<file path="config.mk">
export PLATFORM = sky130hd
export DESIGN_NAME = uart_rx_deserializer
export DESIGN_NICKNAME = d
export VERILOG_FILES = /design/src/rtl/uart_pkg.sv /design/src/rtl/baud_rate_generator.sv /design/src/rtl/uart_rx_deserializer.sv
export SDC_FILE = /design/constraint.sdc
export NUM_CORES = 1
export LEC_CHECK = 0
export ABC_AREA = 1
export BUFFER_PORTS_ARGS = -buffer_cell sky130_fd_sc_hd__buf_2
export CORE_UTILIZATION = 58
export CTS_CLUSTER_DIAMETER = 30
export DETAILED_ROUTE_END_ITERATION = 16
export PLACE_DENSITY = 0.78
export SKIP_LAST_GASP = 1
export SLEW_MARGIN = 20
export SYNTH_ARGS = -nofsm -noshare
export SYNTH_HDL_FRONTEND = slang
export SYNTH_SLANG_ARGS = --single-unit
</file>
<file path="constraint.sdc">
create_clock -name clk -period 1.78 [get_ports clk]
set_input_delay 0.356 -clock clk [delete_from_list [all_inputs] [get_ports clk]]
set_output_delay 0.356 -clock clk [all_outputs]
set_load 0.01 [all_outputs]
</file>
<file path="src/rtl/uart_pkg.sv">
// ---------------------------------------------------------------------------
// uart_pkg
// Shared definitions for the UART receive path.
//   state_t   : receive FSM states
//   OS_TICKS  : oversample ticks per bit period
//   MID_TICK  : tick index at the middle of the start bit
// ---------------------------------------------------------------------------
package uart_pkg;

    typedef enum logic [2:0] {
        IDLE   = 3'd0,
        START  = 3'd1,
        DATA   = 3'd2,
        PARITY = 3'd3,
        STOP   = 3'd4
    } state_t;

    localparam int OS_TICKS = 16;
    localparam int MID_TICK = 7;

endpackage

</file>
<file path="src/rtl/baud_rate_generator.sv">
// ---------------------------------------------------------------------------
// baud_rate_generator
// Free-running divider producing a one-clk oversample tick every DIVISOR
// clock cycles. Can be shared between the receiver and transmitter.
// Ports:
//   clk    in   system clock
//   reset  in   synchronous active-high reset, returns the count to 0
//   s_tick out  one-clk strobe every DIVISOR cycles
// ---------------------------------------------------------------------------
module baud_rate_generator #(
    parameter int DIVISOR = 651
) (
    input  logic clk,
    input  logic reset,
    output logic s_tick
);

    localparam int              CW   = (DIVISOR > 1) ? $clog2(DIVISOR) : 1;
    localparam logic [CW-1:0]   LAST = CW'(DIVISOR - 1);

    logic [CW-1:0] r_count;

    always_ff @(posedge clk) begin
        if (reset) begin
            r_count <= '0;
        end else if (r_count == LAST) begin
            r_count <= '0;
        end else begin
            r_count <= r_count + 1'b1;
        end
    end

    assign s_tick = (r_count == LAST);

endmodule

</file>
<file path="src/rtl/uart_rx_deserializer.sv">
// ---------------------------------------------------------------------------
// uart_rx_deserializer
// Receive front end of the UART: synchronizes the serial line, samples it at
// 16x baud and deframes start/data/parity/stop bits into parallel words.
// Ports:
//   clk            in   system clock (rising edge)
//   reset          in   synchronous active-high reset
//   rx             in   asynchronous serial line, idles high
//   fifo_full      in   full flag of the downstream receive FIFO
//   rx_data        out  last good word, right-aligned, held until the next one
//   rx_done_tick   out  one-clk strobe for a good frame (FIFO write request)
//   frame_error    out  one-clk pulse: stop bit sampled low
//   parity_error   out  one-clk pulse: parity check failed
//   overrun_error  out  one-clk pulse: good frame while fifo_full is high
//   busy           out  high whenever the FSM is not idle
// ---------------------------------------------------------------------------
module uart_rx_deserializer
    import uart_pkg::*;
#(
    parameter int DATA_BITS    = 8,
    parameter int SB_TICKS     = 16,
    parameter int PARITY_EN    = 0,
    parameter int PARITY_ODD   = 0,
    parameter int BAUD_DIVISOR = 651
) (
    input  logic                 clk,
    input  logic                 reset,
    input  logic                 rx,
    input  logic                 fifo_full,
    output logic [DATA_BITS-1:0] rx_data,
    output logic                 rx_done_tick,
    output logic                 frame_error,
    output logic                 parity_error,
    output logic                 overrun_error,
    output logic                 busy
);

    // Two stop bits need a 5-bit tick counter to reach 31.
    localparam int            TW          = (SB_TICKS > OS_TICKS) ? 5 : 4;
    localparam logic [TW-1:0] MID         = TW'(MID_TICK);
    localparam logic [TW-1:0] LAST_OS     = TW'(OS_TICKS - 1);
    localparam logic [TW-1:0] LAST_SB     = TW'(SB_TICKS - 1);
    localparam logic [2:0]    LAST_BIT    = 3'(DATA_BITS - 1);
    localparam logic          PAR_ODD_BIT = (PARITY_ODD != 0);
    localparam logic          HAS_PARITY  = (PARITY_EN != 0);

    logic                 w_s_tick;
    logic                 w_rx_s;
    logic                 w_stop_val;
    logic                 w_par_ok;

    logic                 r_sync1;
    logic                 r_sync2;
    state_t               r_state;
    logic [TW-1:0]        r_tick_cnt;
    logic [2:0]           r_bit_cnt;
    logic [DATA_BITS-1:0] r_shreg;
    logic                 r_xor;
    logic                 r_par_ok;
    logic                 r_stop_bit;
    logic [DATA_BITS-1:0] r_rx_data;
    logic                 r_done;
    logic                 r_fe;
    logic                 r_pe;
    logic                 r_ov;

    baud_rate_generator #(
        .DIVISOR (BAUD_DIVISOR)
    ) u_baud (
        .clk    (clk),
        .reset  (reset),
        .s_tick (w_s_tick)
    );

    // Two-flop synchronizer; flops reset to the idle (high) line level so a
    // reset never looks like a start bit.
    always_ff @(posedge clk) begin
        if (reset) begin
            r_sync1 <= 1'b1;
            r_sync2 <= 1'b1;
        end else begin
            r_sync1 <= rx;
            r_sync2 <= r_sync1;
        end
    end

    assign w_rx_s = r_sync2;

    // With a single stop bit the stop sample and the frame evaluation land on
    // the same tick, so the live line value is used instead of the stored one.
    assign w_stop_val = (r_tick_cnt == LAST_OS) ? w_rx_s : r_stop_bit;
    assign w_par_ok   = !HAS_PARITY || r_par_ok;

    always_ff @(posedge clk) begin
        if (reset) begin
            r_state    <= IDLE;
            r_tick_cnt <= '0;
            r_bit_cnt  <= '0;
            r_shreg    <= '0;
            r_xor      <= 1'b0;
            r_par_ok   <= 1'b1;
            r_stop_bit <= 1'b1;
            r_rx_data  <= '0;
            r_done     <= 1'b0;
            r_fe       <= 1'b0;
            r_pe       <= 1'b0;
            r_ov       <= 1'b0;
        end else begin
            r_done <= 1'b0;
            r_fe   <= 1'b0;
            r_pe   <= 1'b0;
            r_ov   <= 1'b0;

            case (r_state)
                IDLE: begin
                    if (!w_rx_s) begin
                        r_state    <= START;
                        r_tick_cnt <= '0;
                    end
                end

                START: begin
                    if (w_s_tick) begin
                        if (r_tick_cnt == MID) begin
                            r_tick_cnt <= '0;
                            if (!w_rx_s) begin
                                r_state    <= DATA;
                                r_bit_cnt  <= '0;
                                r_xor      <= 1'b0;
                                r_par_ok   <= 1'b1;
                                r_stop_bit <= 1'b1;
                            end else begin
                                // Line went back high before mid start bit.
                                r_state <= IDLE;
                            end
                        end else begin
                            r_tick_cnt <= r_tick_cnt + 1'b1;
                        end
                    end
                end

                DATA: begin
                    if (w_s_tick) begin
                        if (r_tick_cnt == LAST_OS) begin
                            r_tick_cnt <= '0;
                            // LSB arrives first, so shift in from the top.
                            r_shreg    <= {w_rx_s, r_shreg[DATA_BITS-1:1]};
                            r_xor      <= r_xor ^ w_rx_s;
                            if (r_bit_cnt == LAST_BIT) begin
                                r_bit_cnt <= '0;
                                r_state   <= HAS_PARITY ? PARITY : STOP;
                            end else begin
                                r_bit_cnt <= r_bit_cnt + 1'b1;
                            end
                        end else begin
                            r_tick_cnt <= r_tick_cnt + 1'b1;
                        end
                    end
                end

                PARITY: begin
                    if (w_s_tick) begin
                        if (r_tick_cnt == LAST_OS) begin
                            r_tick_cnt <= '0;
                            r_par_ok   <= ~(r_xor ^ w_rx_s ^ PAR_ODD_BIT);
                            r_state    <= STOP;
                        end else begin
                            r_tick_cnt <= r_tick_cnt + 1'b1;
                        end
                    end
                end

                STOP: begin
                    if (w_s_tick) begin
                        if (r_tick_cnt == LAST_OS) begin
                            r_stop_bit <= w_rx_s;
                        end
                        if (r_tick_cnt == LAST_SB) begin
                            r_tick_cnt <= '0;
                            r_state    <= IDLE;
                            // Frame error outranks parity error.
                            if (!w_stop_val) begin
                                r_fe <= 1'b1;
                            end else if (!w_par_ok) begin
                                r_pe <= 1'b1;
                            end else begin
                                r_rx_data <= r_shreg;
                                r_done    <= 1'b1;
                                r_ov      <= fifo_full;
                            end
                        end else begin
                            r_tick_cnt <= r_tick_cnt + 1'b1;
                        end
                    end
                end

                default: begin
                    r_state <= IDLE;
                end
            endcase
        end
    end

    assign rx_data       = r_rx_data;
    assign rx_done_tick  = r_done;
    assign frame_error   = r_fe;
    assign parity_error  = r_pe;
    assign overrun_error = r_ov;
    assign busy          = (r_state != IDLE);

endmodule

</file>
==> impl_metrics.env <==
export IMPL_crit_fanout=8
export IMPL_syn_nets=268
export IMPL_vias=1603
export IMPL_clkTransAtPathRegs_ps=120
export IMPL_setup_viol=0
export IMPL_synthTopCellsByArea="dfxtp_1, nand2_1, nor2_1, a21oi_1, inv_1"
export IMPL_fin_cells=327
export IMPL_grt_pass1_wl_um=5430
export IMPL_yosysTopAreaCell="dfxtp_1"
export IMPL_finalHoldViolCount=0
export IMPL_clkSinkCount=42
export IMPL_layout_common_cells="nand2_1, dfxtp_1, nor2_1"
export IMPL_fmax_ghz=0.602
export IMPL_mostFrequentLayoutCell="nand2_1"
export IMPL_ctsHoldBuffers=0
export IMPL_num_rows=20
export IMPL_grt_ovfl_total=0
export IMPL_finClkSkew_ps=9.62
export IMPL_hold_path_class="primary input to register"
export IMPL_grt_max_degree=20
export IMPL_worstPathArrival_ps=1950
export IMPL_port_buffers=15
export IMPL_start_kind="register"
export IMPL_yosys_area_top_type_share=0.441
export IMPL_powerDensity_nw_per_um2=1130
export IMPL_first_pass_iters=4
export IMPL_ff2ff_setup_slack_ps=120
export IMPL_finalWorstSetupSlack_ps=120
export IMPL_timing_final_crit_share=0.933
export IMPL_grtUsageTotal=0.207
export IMPL_dp_cells=316
export IMPL_clock_latency_ps=350
export IMPL_antenna_found_initial=0
export IMPL_path_class="register to register"
export IMPL_antenna_cells=0
export IMPL_holdWs_ps=181
export IMPL_drive_gt1_frac=0.170
export IMPL_drcViolationCount=0
export IMPL_dp_hpwl_um=2440
export IMPL_die_area_um2=3520
export IMPL_coreArea_um2=3080
export IMPL_ir_worst_vdd_uv=590
export IMPL_num_nets_final=291
export IMPL_first_iter_violations=145
export IMPL_synth_area_um2=1910
export IMPL_outcome="complete, no violations"
export IMPL_power_leakage_nw=0.970
export IMPL_seq_area_frac_synth=0.441
export IMPL_maxCapViolations=0
export IMPL_syn_to_final_growth_pct=10.7
export IMPL_cts_tree="yes"
export IMPL_synthDistinctLibCells=31
export IMPL_cts_made_buffers=5
export IMPL_ys_ff_latch=42
export IMPL_start_util=0.620
export IMPL_required_ps=2070
export IMPL_drtAntennaViolNets=0
export IMPL_root_buffer="clkbuf_4"
export IMPL_routed_wl_um=3350
export IMPL_h_tree_depth=2
export IMPL_slew_viol_final=0
export IMPL_clock_path_buffers=2
export IMPL_die_x_um=59.3
export IMPL_synthCells=259
export IMPL_syn_avg_cell_area_um2=7.36
export IMPL_die_y_um=59.3
export IMPL_wl_per_cell_um=10.3
export IMPL_place_gp_congestion=0.903
export IMPL_dpl_worst_slack_ps=102
export IMPL_end_kind="register"
export IMPL_io_pins=17
export IMPL_via_per_inst=4.90
export IMPL_grt_pass1_vias=1310
export IMPL_yosys_warnings=0
export IMPL_period_needed_ps=1660
[final cells by class]
type / count / area (um2)
Timing Repair Buffer: 21 / 120
Tap cell: 44 / 55.1
Clock inverter: 2 / 12.5
Sequential cell: 42 / 842
Multi-Input combinational cell: 178 / 901
Clock buffer: 6 / 51.3
Fill cell: 268 / 967
Inverter: 34 / 129
[Yosys cell counts, drive strengths merged]
master,number
nand2,49
dfxtp,42
nor2,42
inv,33
a21oi,26
o21ai,22
nand3,15
ha,5
buf,4
nor3,4
nand4,3
nand3b,2
nor3b,2
nor4,2
or2,2
xor2,2
and3,1
clkbuf,1
clkinv,1
conb,1
[final timing paths]
| kind | start | to | cells after the start |
|---|---|---|---|
| worst max-delay path | r_tick_cnt[1]$_SDFFE_PP0P_ | r_shreg[6]$_SDFFE_PP0P_ | 8 |
| worst min-delay path | rx | r_sync1$_SDFF_PP1_ | 2 |
| worst max register to register | r_tick_cnt[1]$_SDFFE_PP0P_ | r_shreg[6]$_SDFFE_PP0P_ | 8 |
| worst min register to register | r_sync1$_SDFF_PP1_ | r_sync2$_SDFF_PP1_ | 1 |
[routing by layer]
layer / GRT usage / part of all wire
met1: 0.267 / 0.50
met2: 0.329 / 0.45
met3: 0.0459 / 0.025
met4: 0.0918 / 0.016
met5: 0 / 0
[logic make-up (layout without fill, tap and decap cells)]
logic type	count (synthesis)	after routing	synth area share
AOI/OAI and AO/OA	48	48	0.132
xor gates and xnor gates	2	2	0.00919
adders and majority gates	5	5	0.0328
buffers and inverters	39	63	0.0879
DFF	42	42	0.441
other	1	1	0.00197
and+or+nand+nor	122	122	0.295
[worst max-delay path, cell delays in order (launching register included)]
cell,delay [ps]
dfxtp_1,380
ha_1,210
nand3_2,170
inv_2,120
nand4_1,170
nor2_4,160
clkbuf_4,190
o21ai_0,80
a21oi_1,110
[power by group]
| group | total (W) | internal, W | switching, W | leakage [nW] |
|---|---|---|---|---|
| registers | 0.00108 | 0.00101 | 0.0000712 | 0.341 |
| logic | 0.000803 | 0.000265 | 0.000539 | 0.595 |
| clock network | 0.000493 | 0.000190 | 0.000303 | 0.0343 |
| total | 0.00238 | 0.00147 | 0.000913 | 0.970 |
[registers in the layout, summed over array words and instances (netlist names)]
signal / count
frame_error: 1
r_tick_cnt: 4
u_baud.r_count: 10
r_state: 3
r_sync2: 1
r_sync1: 1
r_shreg: 8
rx_data: 8
overrun_error: 1
r_bit_cnt: 3
r_stop_bit: 1
rx_done_tick: 1
[per-stage QoR]
step	total power [W]	area [um2]	TNS, ps	utilization
finish	0.00238	2110	0	0.686
global route	0.00257	2110	-6.63	0.686
CTS	0.00239	2080	0	0.677
detailed placement	0.00189	2020	0	0.657
global placement	0.00189	2020	0	0.657
floorplan	0.00174	1910	0	-
[what timing repair did]
action / 4_1_cts / 5_1_grt
resized for setup: 0 / 3
buffers inserted: 0 / 3
endpoints found under the setup margin: 0 / 11
Note: power is estimated with default switching activity, not from simulation.
